## config.mk

```make
export PLATFORM = sky130hd
export DESIGN_NAME = mem_stage
export DESIGN_NICKNAME = d
export VERILOG_FILES = /design/src/rtl/mem_stage_pkg.sv /design/src/rtl/mem_wb_buffer.sv /design/src/rtl/mem_stage.sv
export SDC_FILE = /design/constraint.sdc
export NUM_CORES = 1
export LEC_CHECK = 0
export CAP_MARGIN = 10
export CORE_MARGIN = 8
export CORE_UTILIZATION = 35
export DETAILED_ROUTE_END_ITERATION = 8
export GPL_ROUTABILITY_DRIVEN = 0
export PLACE_DENSITY = 0.83
export SLEW_MARGIN = 10
export SYNTH_ARGS = -nofsm -noshare
export SYNTH_HDL_FRONTEND = slang
export SYNTH_SLANG_ARGS = --single-unit
```

## constraint.sdc

```tcl
create_clock -name clk -period 2.45 [get_ports clk]
set_input_delay 0.245 -clock clk [delete_from_list [all_inputs] [get_ports clk]]
set_output_delay 0.245 -clock clk [all_outputs]
set_load 0.05 [all_outputs]
```

## src/rtl/mem_stage_pkg.sv

```systemverilog
// Shared types for the memory stage: FSM states, the MEM/WB record reused by
// write-back, and the forwarding-select encoding shared with execute.
package mem_stage_pkg;

    localparam int DATA_W = 32;
    localparam int REG_W  = 4;

    typedef enum logic {
        IDLE,
        ACCESS
    } state_e;

    typedef struct packed {
        logic [DATA_W-1:0] result;
        logic [REG_W-1:0]  rc;
        logic              regWrite;
    } memwb_t;

    // Fa/Fb operand-select encoding used by the execute stage muxes.
    typedef enum logic [1:0] {
        FWD_NONE = 2'd0,
        FWD_MEM  = 2'd1,
        FWD_WB   = 2'd2
    } fwd_sel_e;

    function automatic logic isMemOp(input logic store, input logic load);
        return store || load;
    endfunction

endpackage

```

## src/rtl/mem_wb_buffer.sv

```systemverilog
// MEM/WB pipeline register: synchronous reset, load when enabled.
module mem_wb_buffer
    import mem_stage_pkg::*;
(
    input  logic   clk,
    input  logic   rst,
    input  logic   en,
    input  memwb_t d,
    output memwb_t q
);

    always_ff @(posedge clk) begin
        if (rst) begin
            q <= '0;
        end else if (en) begin
            q <= d;
        end
    end

endmodule

```

## src/rtl/mem_stage.sv

```systemverilog
// Memory stage: issues data-memory accesses over a req/ready handshake,
// stalls upstream while one is outstanding, and fills the MEM/WB buffer.
module mem_stage
    import mem_stage_pkg::*;
#(
    parameter int N    = DATA_W,
    parameter int REGW = REG_W
) (
    input  logic            clk,
    input  logic            rst,
    input  logic            en,
    input  logic [N-1:0]    aluOut,
    input  logic [N-1:0]    rd3,
    input  logic [REGW-1:0] Rc,
    input  logic            memWrite,
    input  logic            memToReg,
    input  logic            regWrite,
    input  logic            inValid,
    output logic            memReq,
    output logic            memWe,
    output logic [N-1:0]    memAddr,
    output logic [N-1:0]    memWData,
    input  logic            memReady,
    input  logic [N-1:0]    memRData,
    output logic            stall,
    output logic [N-1:0]    result,
    output logic [REGW-1:0] RcOut,
    output logic            regWriteOut,
    output logic [N-1:0]    fwdData,
    output logic            fwdValid
);

    state_e          state;
    logic [REGW-1:0] holdRc;
    logic            holdRegWrite;
    logic            issue;
    memwb_t          wbNext;
    memwb_t          wbQ;
    logic            wbLoad;

    assign issue = en && inValid && isMemOp(memWrite, memToReg);

    // The issue cycle stalls too, so the instruction already captured is not
    // re-presented; completion releases stall so the successor advances.
    assign stall = !rst && ((state == IDLE) ? issue : !memReady);

    assign fwdData  = aluOut;
    assign fwdValid = inValid && regWrite && !memToReg;

    always_ff @(posedge clk) begin
        if (rst) begin
            state        <= IDLE;
            memReq       <= 1'b0;
            memWe        <= 1'b0;
            memAddr      <= '0;
            memWData     <= '0;
            holdRc       <= '0;
            holdRegWrite <= 1'b0;
        end else begin
            case (state)
                IDLE: begin
                    if (issue) begin
                        state        <= ACCESS;
                        memReq       <= 1'b1;
                        memWe        <= memWrite;
                        memAddr      <= aluOut;
                        memWData     <= rd3;
                        holdRc       <= Rc;
                        holdRegWrite <= regWrite;
                    end
                end
                ACCESS: begin
                    if (memReady) begin
                        state  <= IDLE;
                        memReq <= 1'b0;
                        memWe  <= 1'b0;
                    end
                end
                default: state <= IDLE;
            endcase
        end
    end

    // A completing access is recorded even with en low so the response is never lost.
    always_comb begin
        wbNext = wbQ;
        wbLoad = 1'b0;
        if (state == IDLE) begin
            if (en) begin
                wbLoad = 1'b1;
                if (!inValid || issue) begin
                    wbNext.regWrite = 1'b0;
                end else begin
                    wbNext.result   = aluOut;
                    wbNext.rc       = Rc;
                    wbNext.regWrite = regWrite;
                end
            end
        end else if (memReady) begin
            wbLoad = 1'b1;
            if (!memWe) begin
                wbNext.result   = memRData;
                wbNext.rc       = holdRc;
                wbNext.regWrite = holdRegWrite;
            end else begin
                wbNext.regWrite = 1'b0;
            end
        end
    end

    mem_wb_buffer u_memWb (
        .clk (clk),
        .rst (rst),
        .en  (wbLoad),
        .d   (wbNext),
        .q   (wbQ)
    );

    assign result      = wbQ.result;
    assign RcOut       = wbQ.rc;
    assign regWriteOut = wbQ.regWrite;

endmodule
```

==> tab_implementation.tex, run 1 <==
\begin{tabular}{lr}
\hline
Metric & Value \\
\hline
\multicolumn{2}{l}{\textbf{Outcome}} \\
Run status & complete, no violations \\
\multicolumn{2}{l}{\textbf{Detailed routing}} \\
Post-DRT Antenna Nets & 0 \\
First DRT Iteration DRCs & 266 \\
DR vias/cell & 5.27 \\
Number of vias in the routed layout & 4,759 \\
1st-pass router iterations & 5 \\
Final WL & 17,500 um \\
Routed WL per cell & 19.4 um \\
DRC Markers & 0 \\
\multicolumn{2}{l}{\textbf{Synth}} \\
Synth Area in XOR/XNOR & 0\% \\
Cell area after technology mapping & 4830 um\^{}2 \\
Yosys cell types & 23 \\
Average instance area after synthesis & 8.92 um\^{}2 \\
Sequential area share after synthesis & 45.1\% \\
Proportion of synthesized area in mux cells & 7.45\% \\
Simple-gate share of the synthesized area & 8.85\% \\
Net count of the mapped netlist & 650 \\
Synthesized netlist cell count & 542 \\
Post-synthesis compound-gate area fraction & 27.1\% \\
Synthesis warning total & 0 \\
Register bit total from synthesis & 109 \\
Combinational family with the most area after synthesis & compound AO/OA/AOI/OAI gates \\
Arithmetic-cell share of the synthesized area counting full adders, half adders and majority gates & 0\% \\
\multicolumn{2}{l}{\textbf{Placement}} \\
Half-perimeter wire length after detailed placement & 12,400 um \\
Port-buffer cells & 244 \\
\multicolumn{2}{l}{\textbf{Die}} \\
Vertical die dimension & 134 um \\
Initial core utilization & 35.4\% \\
Floorplan row count & 43 \\
Full die area & 17,800 um\^{}2 \\
Horizontal extent of the die & 134 um \\
Ports & 245 \\
Core outline area & 13,700 um\^{}2 \\
\multicolumn{2}{l}{\textbf{STA}} \\
Worst hold margin & 0.444 ns \\
Number of endpoints with negative hold slack in the final report & 0 \\
Final worst clock skew & 0.00480 ns \\
Final total negative setup slack & 0 ns \\
Worst slew pin tran & 0.715 ns \\
Max Clk Rate & 490 MHz \\
RSZ-0062 raised after global routing & false \\
Number of max-slew violations in the final report & 0 \\
Clock period minus final worst setup slack & 2.04 ns \\
Worst slew margin relative to its limit & 52.3\% \\
Final period utilization & 83.3\% \\
Setup violations, final & 0 \\
\multicolumn{2}{l}{\textbf{Clock network}} \\
Post-CTS Setup Bufs & 0 \\
Buffer levels on the longest clock path & 2 \\
Clock transition at the register clock pins on the worst setup and hold paths after CTS & 0.07 ns \\
Count of hold buffers inserted by post-cts repair & 0 \\
Root buffer selected by CTS & sky130\_fd\_sc\_hd\_\_clkbuf\_16 \\
TritonCTS clock tree & done \\
Total number of H-tree levels & 3 \\
Number of clock sinks seen by CTS & 109 \\
Clock latency of the later-clocked register in the worst-skew pair & 0.34 ns \\
CTS-repair resized insts & 0 \\
Number of clock buffers inserted by TritonCTS & 9 \\
\multicolumn{2}{l}{\textbf{GRT}} \\
Maximum number of pins on one net before global-route repair & 71 \\
Vias in the first global route & 4,856 \\
Wire length of the first global-routing pass & 27,400 um \\
All-Layer GR Usage & 18.9\% \\
Grt total ovfl & 0 \\
Number of antenna violations at the first check in global routing & 1 \\
\multicolumn{2}{l}{\textbf{Cells and area}} \\
Area delta synth->final & 53.3\% \\
Commonest non-fill, non-tap cells in the layout & 241 x sky130\_fd\_sc\_hd\_\_clkdlybuf4s50\_1, 108 x sky130\_fd\_sc\_hd\_\_dfxtp\_1, 74 x sky130\_fd\_sc\_hd\_\_a21oi\_1, 72 x sky130\_fd\_sc\_hd\_\_a211oi\_1, 70 x sky130\_fd\_sc\_hd\_\_o21ai\_0 \\
Total number of nets in the final design & 826 \\
Most common cell after layout, fill and taps aside & sky130\_fd\_sc\_hd\_\_clkdlybuf4s50\_1 \\
Layout cells sized above 1 & 5.40\% \\
\multicolumn{2}{l}{\textbf{Worst setup path}} \\
Worst r2r path cells & 5 \\
Data arrival time of the critical path & 1.80 ns \\
Setup Crit Path Kind & primary input to output pin \\
Number of buffer and inverter instances along the worst setup path & 2 \\
Flop-to-flop setup slack & 0.68 ns \\
Startpoint class of the critical path & primary input \\
WP data required & 2.20 ns \\
Endpoint of the lowest-slack register-to-register path & u\_memWb.q[20]\$\_SDFFE\_PP0P\_ \\
Cell family contributing the most delay on the critical path & buffers and inverters \\
Worst path slowest cell & sky130\_fd\_sc\_hd\_\_clkdlybuf4s50\_1 \\
Startpoint of the worst-slack reg-to-reg timing path & state\$\_SDFF\_PP0\_ \\
Start point of the critical path & en \\
CP cell instances & clkdlybuf4s50\_1, and3b\_4, nand2\_1, a21oi\_1, buf\_12 \\
Sort of element at the end of the critical path & output pin \\
Slowest stage delay, CP & 0.56 ns \\
Maximum fanout along the worst path & 18 \\
\multicolumn{2}{l}{\textbf{Job}} \\
Max-cap violations & 0 \\
\multicolumn{2}{l}{\textbf{Power}} \\
Reported leakage power & 2.43 nW \\
Power density of the placed cells & 610 nW/um\^{}2 \\
Peak ir drop on the vdd network & 340 uV \\
\multicolumn{2}{l}{\textbf{Min path}} \\
Hold depth & 2 \\
Hold path start & rst \\
Class of the worst hold path & primary input to register \\
Hold-critical path endpoint & memAddr[10]\$\_SDFFE\_PP0P\_ \\
\hline
\end{tabular}
[final cells by class]
cell class / instances / area (um^2)
multi-input combinational: 339 / 2110
fill: 1260 / 6250
timing repair buffer: 259 / 2610
tap: 180 / 225
clock buffer: 14 / 274
clock inverter: 1 / 5.00
sequential: 109 / 2180
antenna: 1 / 2.50
[per-stage QoR]
stage	worst slack, ns	total power, mW	cell area, um^2	util (%)	std cells
6_report	0.409	4.52	7410	54.2	903
5_1_grt	0.263	4.70	7410	54.2	903
2_1_floorplan	0.430	2.69	4830	-	542
4_1_cts	0.406	4.57	7410	54.2	902
3_5_place_dp	0.374	3.16	7130	52.2	887
3_3_place_gp	0.446	3.15	7130	52.2	887
[registers in the layout, indices dropped and copies added (netlist names)]
register,cells
memAddr,32
memWData,32
holdRc,4
holdRegWrite,1
memWe,1
u_memWb.q,37
state,1
memReq,1
[cell usage after synthesis (all sizes together)]
library cell	n	share of area (%)
dfxtp	109	45
a21oi	74	7.7
a211oi	72	11
o21ai	70	7.2
nand3	69	7.1
buf	67	9.3
mux2i	36	7.5
clkbuf	27	2.1
nand2	5	0.39
and3b	2	0.36
nand2b	2	0.26
nor2	2	0.21
a211o	1	0.18
a221oi	1	0.31
nand3b	1	0.23
nor2b	1	0.13
o211ai	1	0.16
o22ai	1	0.41
or2	1	0.13
[layer usage]
| metal | share of wire (%) | up-vias | GRT usage (%) |
|---|---|---|---|
| met5 | 0 | - | 0 |
| met4 | 1.2 | 0 | 5.18 |
| met3 | 8.3 | 16 | 6.48 |
| met2 | 48 | 178 | 30.8 |
| met1 | 43 | 2247 | 23.2 |
| li1 | - | 2318 | - |
[worst max-delay path by stage]
| stage | cells past startpoint | slack (ns) | end |
|---|---|---|---|
| 3_5_place_dp | 5 | 0.37 | u_memWb.q[20]$_SDFFE_PP0P_ |
| 4_1_cts | 5 | 0.41 | stall |
| 5_1_grt | 5 | 0.26 | stall |
| 3_3_place_gp | 5 | 0.45 | stall |
| 2_1_floorplan | 6 | 0.43 | stall |
| 6_report | 5 | 0.41 | stall |
[kinds of logic (layout without fill, tap and decap cells)]
family | count (synthesis) | in the layout
AOI/OAI and AO/OA | 220 | 220
muxes | 36 | 36
buffers and inverters | 94 | 274
and+or+nand+nor | 83 | 83
other | 0 | 1
DFF | 109 | 109
[where the power goes]
part,total (mW),internal [mW],switching (mW)
Sequential,1.90,1.86,0.0431
Combinational,1.21,0.465,0.749
Clock,1.40,0.768,0.634
Total,4.52,3.09,1.43
Note: power is estimated with default switching activity, not from simulation.
==> inputs of run 2 (changes only) <==
PLACE_DENSITY = 0.86   (was 0.83)
clock period = 1.6 ns   (was 2.45 ns; I/O delays follow)
==> run 2 against run 1 <==
Effect of this change:
- first-iteration DRC count grew 2.6%
- power grew 58%
- clock power grew 58%
- wire length grew 2.2%
- non-clock buffer count grew 15
- register-to-register slack lost 0.61 ns
- sequential power grew 54%
- final area grew 4.4%
- critical endpoint unchanged
- largest power group unchanged
==> tab_implementation.tex, run 2 (synthesis results as in run 1) <==
\begin{tabular}{lr}
\hline
Metric & Value \\
\hline
\multicolumn{2}{l}{\textbf{Cells and area}} \\
Flip-flop count of the largest register after layout & 37 (unchanged) \\
Largest Register & u\_memWb.q (unchanged) \\
Area delta synth->final & 60.0\% (was 53.3\%) \\
Layout cells sized above 1 & 26.1\% (was 5.40\%) \\
Ant. Diodes & 0 (was 1) \\
Sequential cell area & 2190 um\^{}2 (was 2180 um\^{}2) \\
Commonest non-fill, non-tap cells in the layout & 122 x sky130\_fd\_sc\_hd\_\_buf\_4, 107 x sky130\_fd\_sc\_hd\_\_dfxtp\_1, 106 x sky130\_fd\_sc\_hd\_\_clkdlybuf4s50\_1, 73 x sky130\_fd\_sc\_hd\_\_a21oi\_1, 72 x sky130\_fd\_sc\_hd\_\_a211oi\_1 (was 241 x sky130\_fd\_sc\_hd\_\_clkdlybuf4s50\_1, 108 x sky130\_fd\_sc\_hd\_\_dfxtp\_1, 74 x sky130\_fd\_sc\_hd\_\_a21oi\_1, 72 x sky130\_fd\_sc\_hd\_\_a211oi\_1, 70 x sky130\_fd\_sc\_hd\_\_o21ai\_0) \\
Most common cell after layout, fill and taps aside & sky130\_fd\_sc\_hd\_\_buf\_4 (was sky130\_fd\_sc\_hd\_\_clkdlybuf4s50\_1) \\
Footprint of the multi-input gates & 2130 um\^{}2 (was 2110 um\^{}2) \\
Filler cell count & 1,226 (was 1,260) \\
Registers with the most flip-flops & u\_memWb.q: 37 flops, memAddr: 32 flops, memWData: 32 flops (unchanged) \\
Total number of nets in the final design & 841 (was 826) \\
\multicolumn{2}{l}{\textbf{GRT}} \\
Maximum number of pins on one net before global-route repair & 65 (was 71) \\
Wire length of the first global-routing pass & 27,700 um (was 27,400 um) \\
Vias in the first global route & 4,886 (was 4,856) \\
Number of antenna violations at the first check in global routing & 2 (was 1) \\
Grt total ovfl & 0 (unchanged) \\
All-Layer GR Usage & 19.2\% (was 18.9\%) \\
\multicolumn{2}{l}{\textbf{STA}} \\
Worst hold margin & 0.231 ns (was 0.444 ns) \\
Final worst clock skew & 0.00656 ns (was 0.00480 ns) \\
Final period utilization & 96.8\% \\
Number of endpoints with negative hold slack in the final report & 0 (unchanged) \\
Worst slew pin tran & 0.452 ns (was 0.715 ns) \\
Number of max-slew violations in the final report & 0 (unchanged) \\
Worst slew margin relative to its limit & 69.9\% (was 52.3\%) \\
Max Clk Rate & 646 MHz \\
RSZ-0062 raised after global routing & false (unchanged) \\
Clock period minus final worst setup slack & 1.55 ns \\
Setup violations, final & 0 (unchanged) \\
Final total negative setup slack & 0 ns (unchanged) \\
\multicolumn{2}{l}{\textbf{Worst setup path}} \\
Number of buffer and inverter instances along the worst setup path & 1 (was 2) \\
WP data required & 1.44 ns (was 2.20 ns) \\
Setup Crit Path Kind & register to output pin (was primary input to output pin) \\
Maximum fanout along the worst path & 4 (was 18) \\
Worst path slowest cell & sky130\_fd\_sc\_hd\_\_dfxtp\_4 (was sky130\_fd\_sc\_hd\_\_clkdlybuf4s50\_1) \\
Startpoint class of the critical path & register (was primary input) \\
Data arrival time of the critical path & 1.39 ns (was 1.80 ns) \\
CP cell instances & and3b\_4, nand2\_4, a21oi\_4, buf\_12 (was clkdlybuf4s50\_1, and3b\_4, nand2\_1, a21oi\_1, buf\_12) \\
Slowest stage delay, CP & 0.36 ns (was 0.56 ns) \\
Sort of element at the end of the critical path & output pin (unchanged) \\
Flop-to-flop setup slack & 0.07 ns (was 0.68 ns) \\
Cell family contributing the most delay on the critical path & simple AND/OR/NAND/NOR gates (was buffers and inverters) \\
\multicolumn{2}{l}{\textbf{Clock network}} \\
TritonCTS clock tree & done (unchanged) \\
Root buffer selected by CTS & sky130\_fd\_sc\_hd\_\_clkbuf\_16 (unchanged) \\
Number of clock sinks seen by CTS & 109 (unchanged) \\
Clock latency of the later-clocked register in the worst-skew pair & 0.34 ns (about the same) \\
Buffer levels on the longest clock path & 2 (unchanged) \\
Number of clock buffers inserted by TritonCTS & 9 (unchanged) \\
Total number of H-tree levels & 3 (unchanged) \\
Clock transition at the register clock pins on the worst setup and hold paths after CTS & 0.07 ns (about the same) \\
Count of hold buffers inserted by post-cts repair & 0 (unchanged) \\
\multicolumn{2}{l}{\textbf{Detailed routing}} \\
1st-pass router iterations & 5 (unchanged) \\
First DRT Iteration DRCs & 273 (was 266) \\
Post-DRT Antenna Nets & 0 (unchanged) \\
DRC Markers & 0 (unchanged) \\
Number of vias in the routed layout & 4,901 (was 4,759) \\
Final WL & 17,900 um (was 17,500 um) \\
Routed WL per cell & 19.5 um (was 19.4 um) \\
DR vias/cell & 5.34 (was 5.27) \\
\multicolumn{2}{l}{\textbf{Die}} \\
Vertical die dimension & 134 um (unchanged) \\
Ports & 245 (unchanged) \\
Initial core utilization & 35.4\% (unchanged) \\
Core outline area & 13,700 um\^{}2 (unchanged) \\
Horizontal extent of the die & 134 um (unchanged) \\
Floorplan row count & 43 (unchanged) \\
Full die area & 17,800 um\^{}2 (unchanged) \\
\multicolumn{2}{l}{\textbf{Power}} \\
Peak ir drop on the vdd network & 700 uV (was 340 uV) \\
Reported leakage power & 2.92 nW (was 2.43 nW) \\
Power density of the placed cells & 922 nW/um\^{}2 (was 610 nW/um\^{}2) \\
\multicolumn{2}{l}{\textbf{Job}} \\
Max-cap violations & 0 (unchanged) \\
\multicolumn{2}{l}{\textbf{Outcome}} \\
Run status & complete, no violations (unchanged) \\
\multicolumn{2}{l}{\textbf{Placement}} \\
Half-perimeter wire length after detailed placement & 13,100 um (was 12,400 um) \\
Port-buffer cells & 244 (unchanged) \\
\multicolumn{2}{l}{\textbf{Min path}} \\
Class of the worst hold path & primary input to register (unchanged) \\
\hline
\end{tabular}
==> run 2: changes by cell type in the layout (fill, tap and decap cells not counted), sizes merged <==
cell,delta
bufinv,+1
clkinv,+2
diode,-1
clkdlybuf4s50,-135
clkbuf,-2
buf,+149
==> run 2: worst register-to-register path, cell delays in order (launching register included) <==
cell and delay (ns):
sky130_fd_sc_hd__dfxtp_4 0.36, sky130_fd_sc_hd__and3b_4 0.32, sky130_fd_sc_hd__buf_4 0.19, sky130_fd_sc_hd__buf_12 0.20, sky130_fd_sc_hd__a211oi_1 0.11, sky130_fd_sc_hd__a211oi_1 0.25
==> run 2: timing repair <==
item | in CTS | in global routing
gates resized for setup | 6 | 0
pin swaps | 1 | 1
setup buffers | 2 | 0
endpoints found under the setup margin | 1 | 2
cloned | 0 | 1
hold endpoints to repair | 0 | 0
==> run 2: metal layers <==
layer  vias up  GRT usage [%]  part of all wire, %
li1       2342              -                    -
met1      2347           22.4                   40
met2       188           31.7                   49
met3        20           7.45                  8.9
met4         4           6.11                  1.5
met5         -              0                 0.13
==> run 2: area by class of cell <==
cell class                      instances  share of cell area, %
Tap cell                              180                   2.91
Timing Repair Buffer                  274                   37.5
Multi-Input combinational cell        339                   27.5
Clock inverter                          4                  0.631
Clock buffer                           11                   3.14
Sequential cell                       109                   28.3
==> run 2: final timing paths <==
| check | start | endpoint | depth (start not counted) |
|---|---|---|---|
| max | state$_SDFF_PP0_ | stall | 4 |
| min | rst | memAddr[20]$_SDFFE_PP0P_ | 2 |
| max reg2reg | state$_SDFF_PP0_ | u_memWb.q[16]$_SDFFE_PP0P_ | 5 |
| min reg2reg | memReq$_SDFFE_PP0P_ | memReq$_SDFFE_PP0P_ | 2 |
==> run 2: report_power, final <==
group	switching, mW	internal, mW	leakage, nW
Sequential	0.0737	2.85	0.890
Combinational	1.19	0.809	1.88
Clock	0.968	1.25	0.145
Total	2.23	4.91	2.92
==> run 2: stage by stage <==
step           total power, mW  area, um^2  std cells  util [%]  worst slack (ns)
2_1_floorplan             4.12        4850        542         -            0.0660
3_3_place_gp              4.94        7380        899      54.0           -0.0241
3_5_place_dp              4.97        7380        899      54.0           -0.0726
4_1_cts                   7.21        7710        916      56.4           0.00415
5_1_grt                   7.44        7730        917      56.6           0.00546
6_report                  7.13        7730        917      56.6            0.0508
==> inputs of run 3 (changes only) <==
CAP_MARGIN = 0   (was 10)
==> results of run 3 <==
Same layout as run 2: the final DEF is identical, and so are final timing and power.
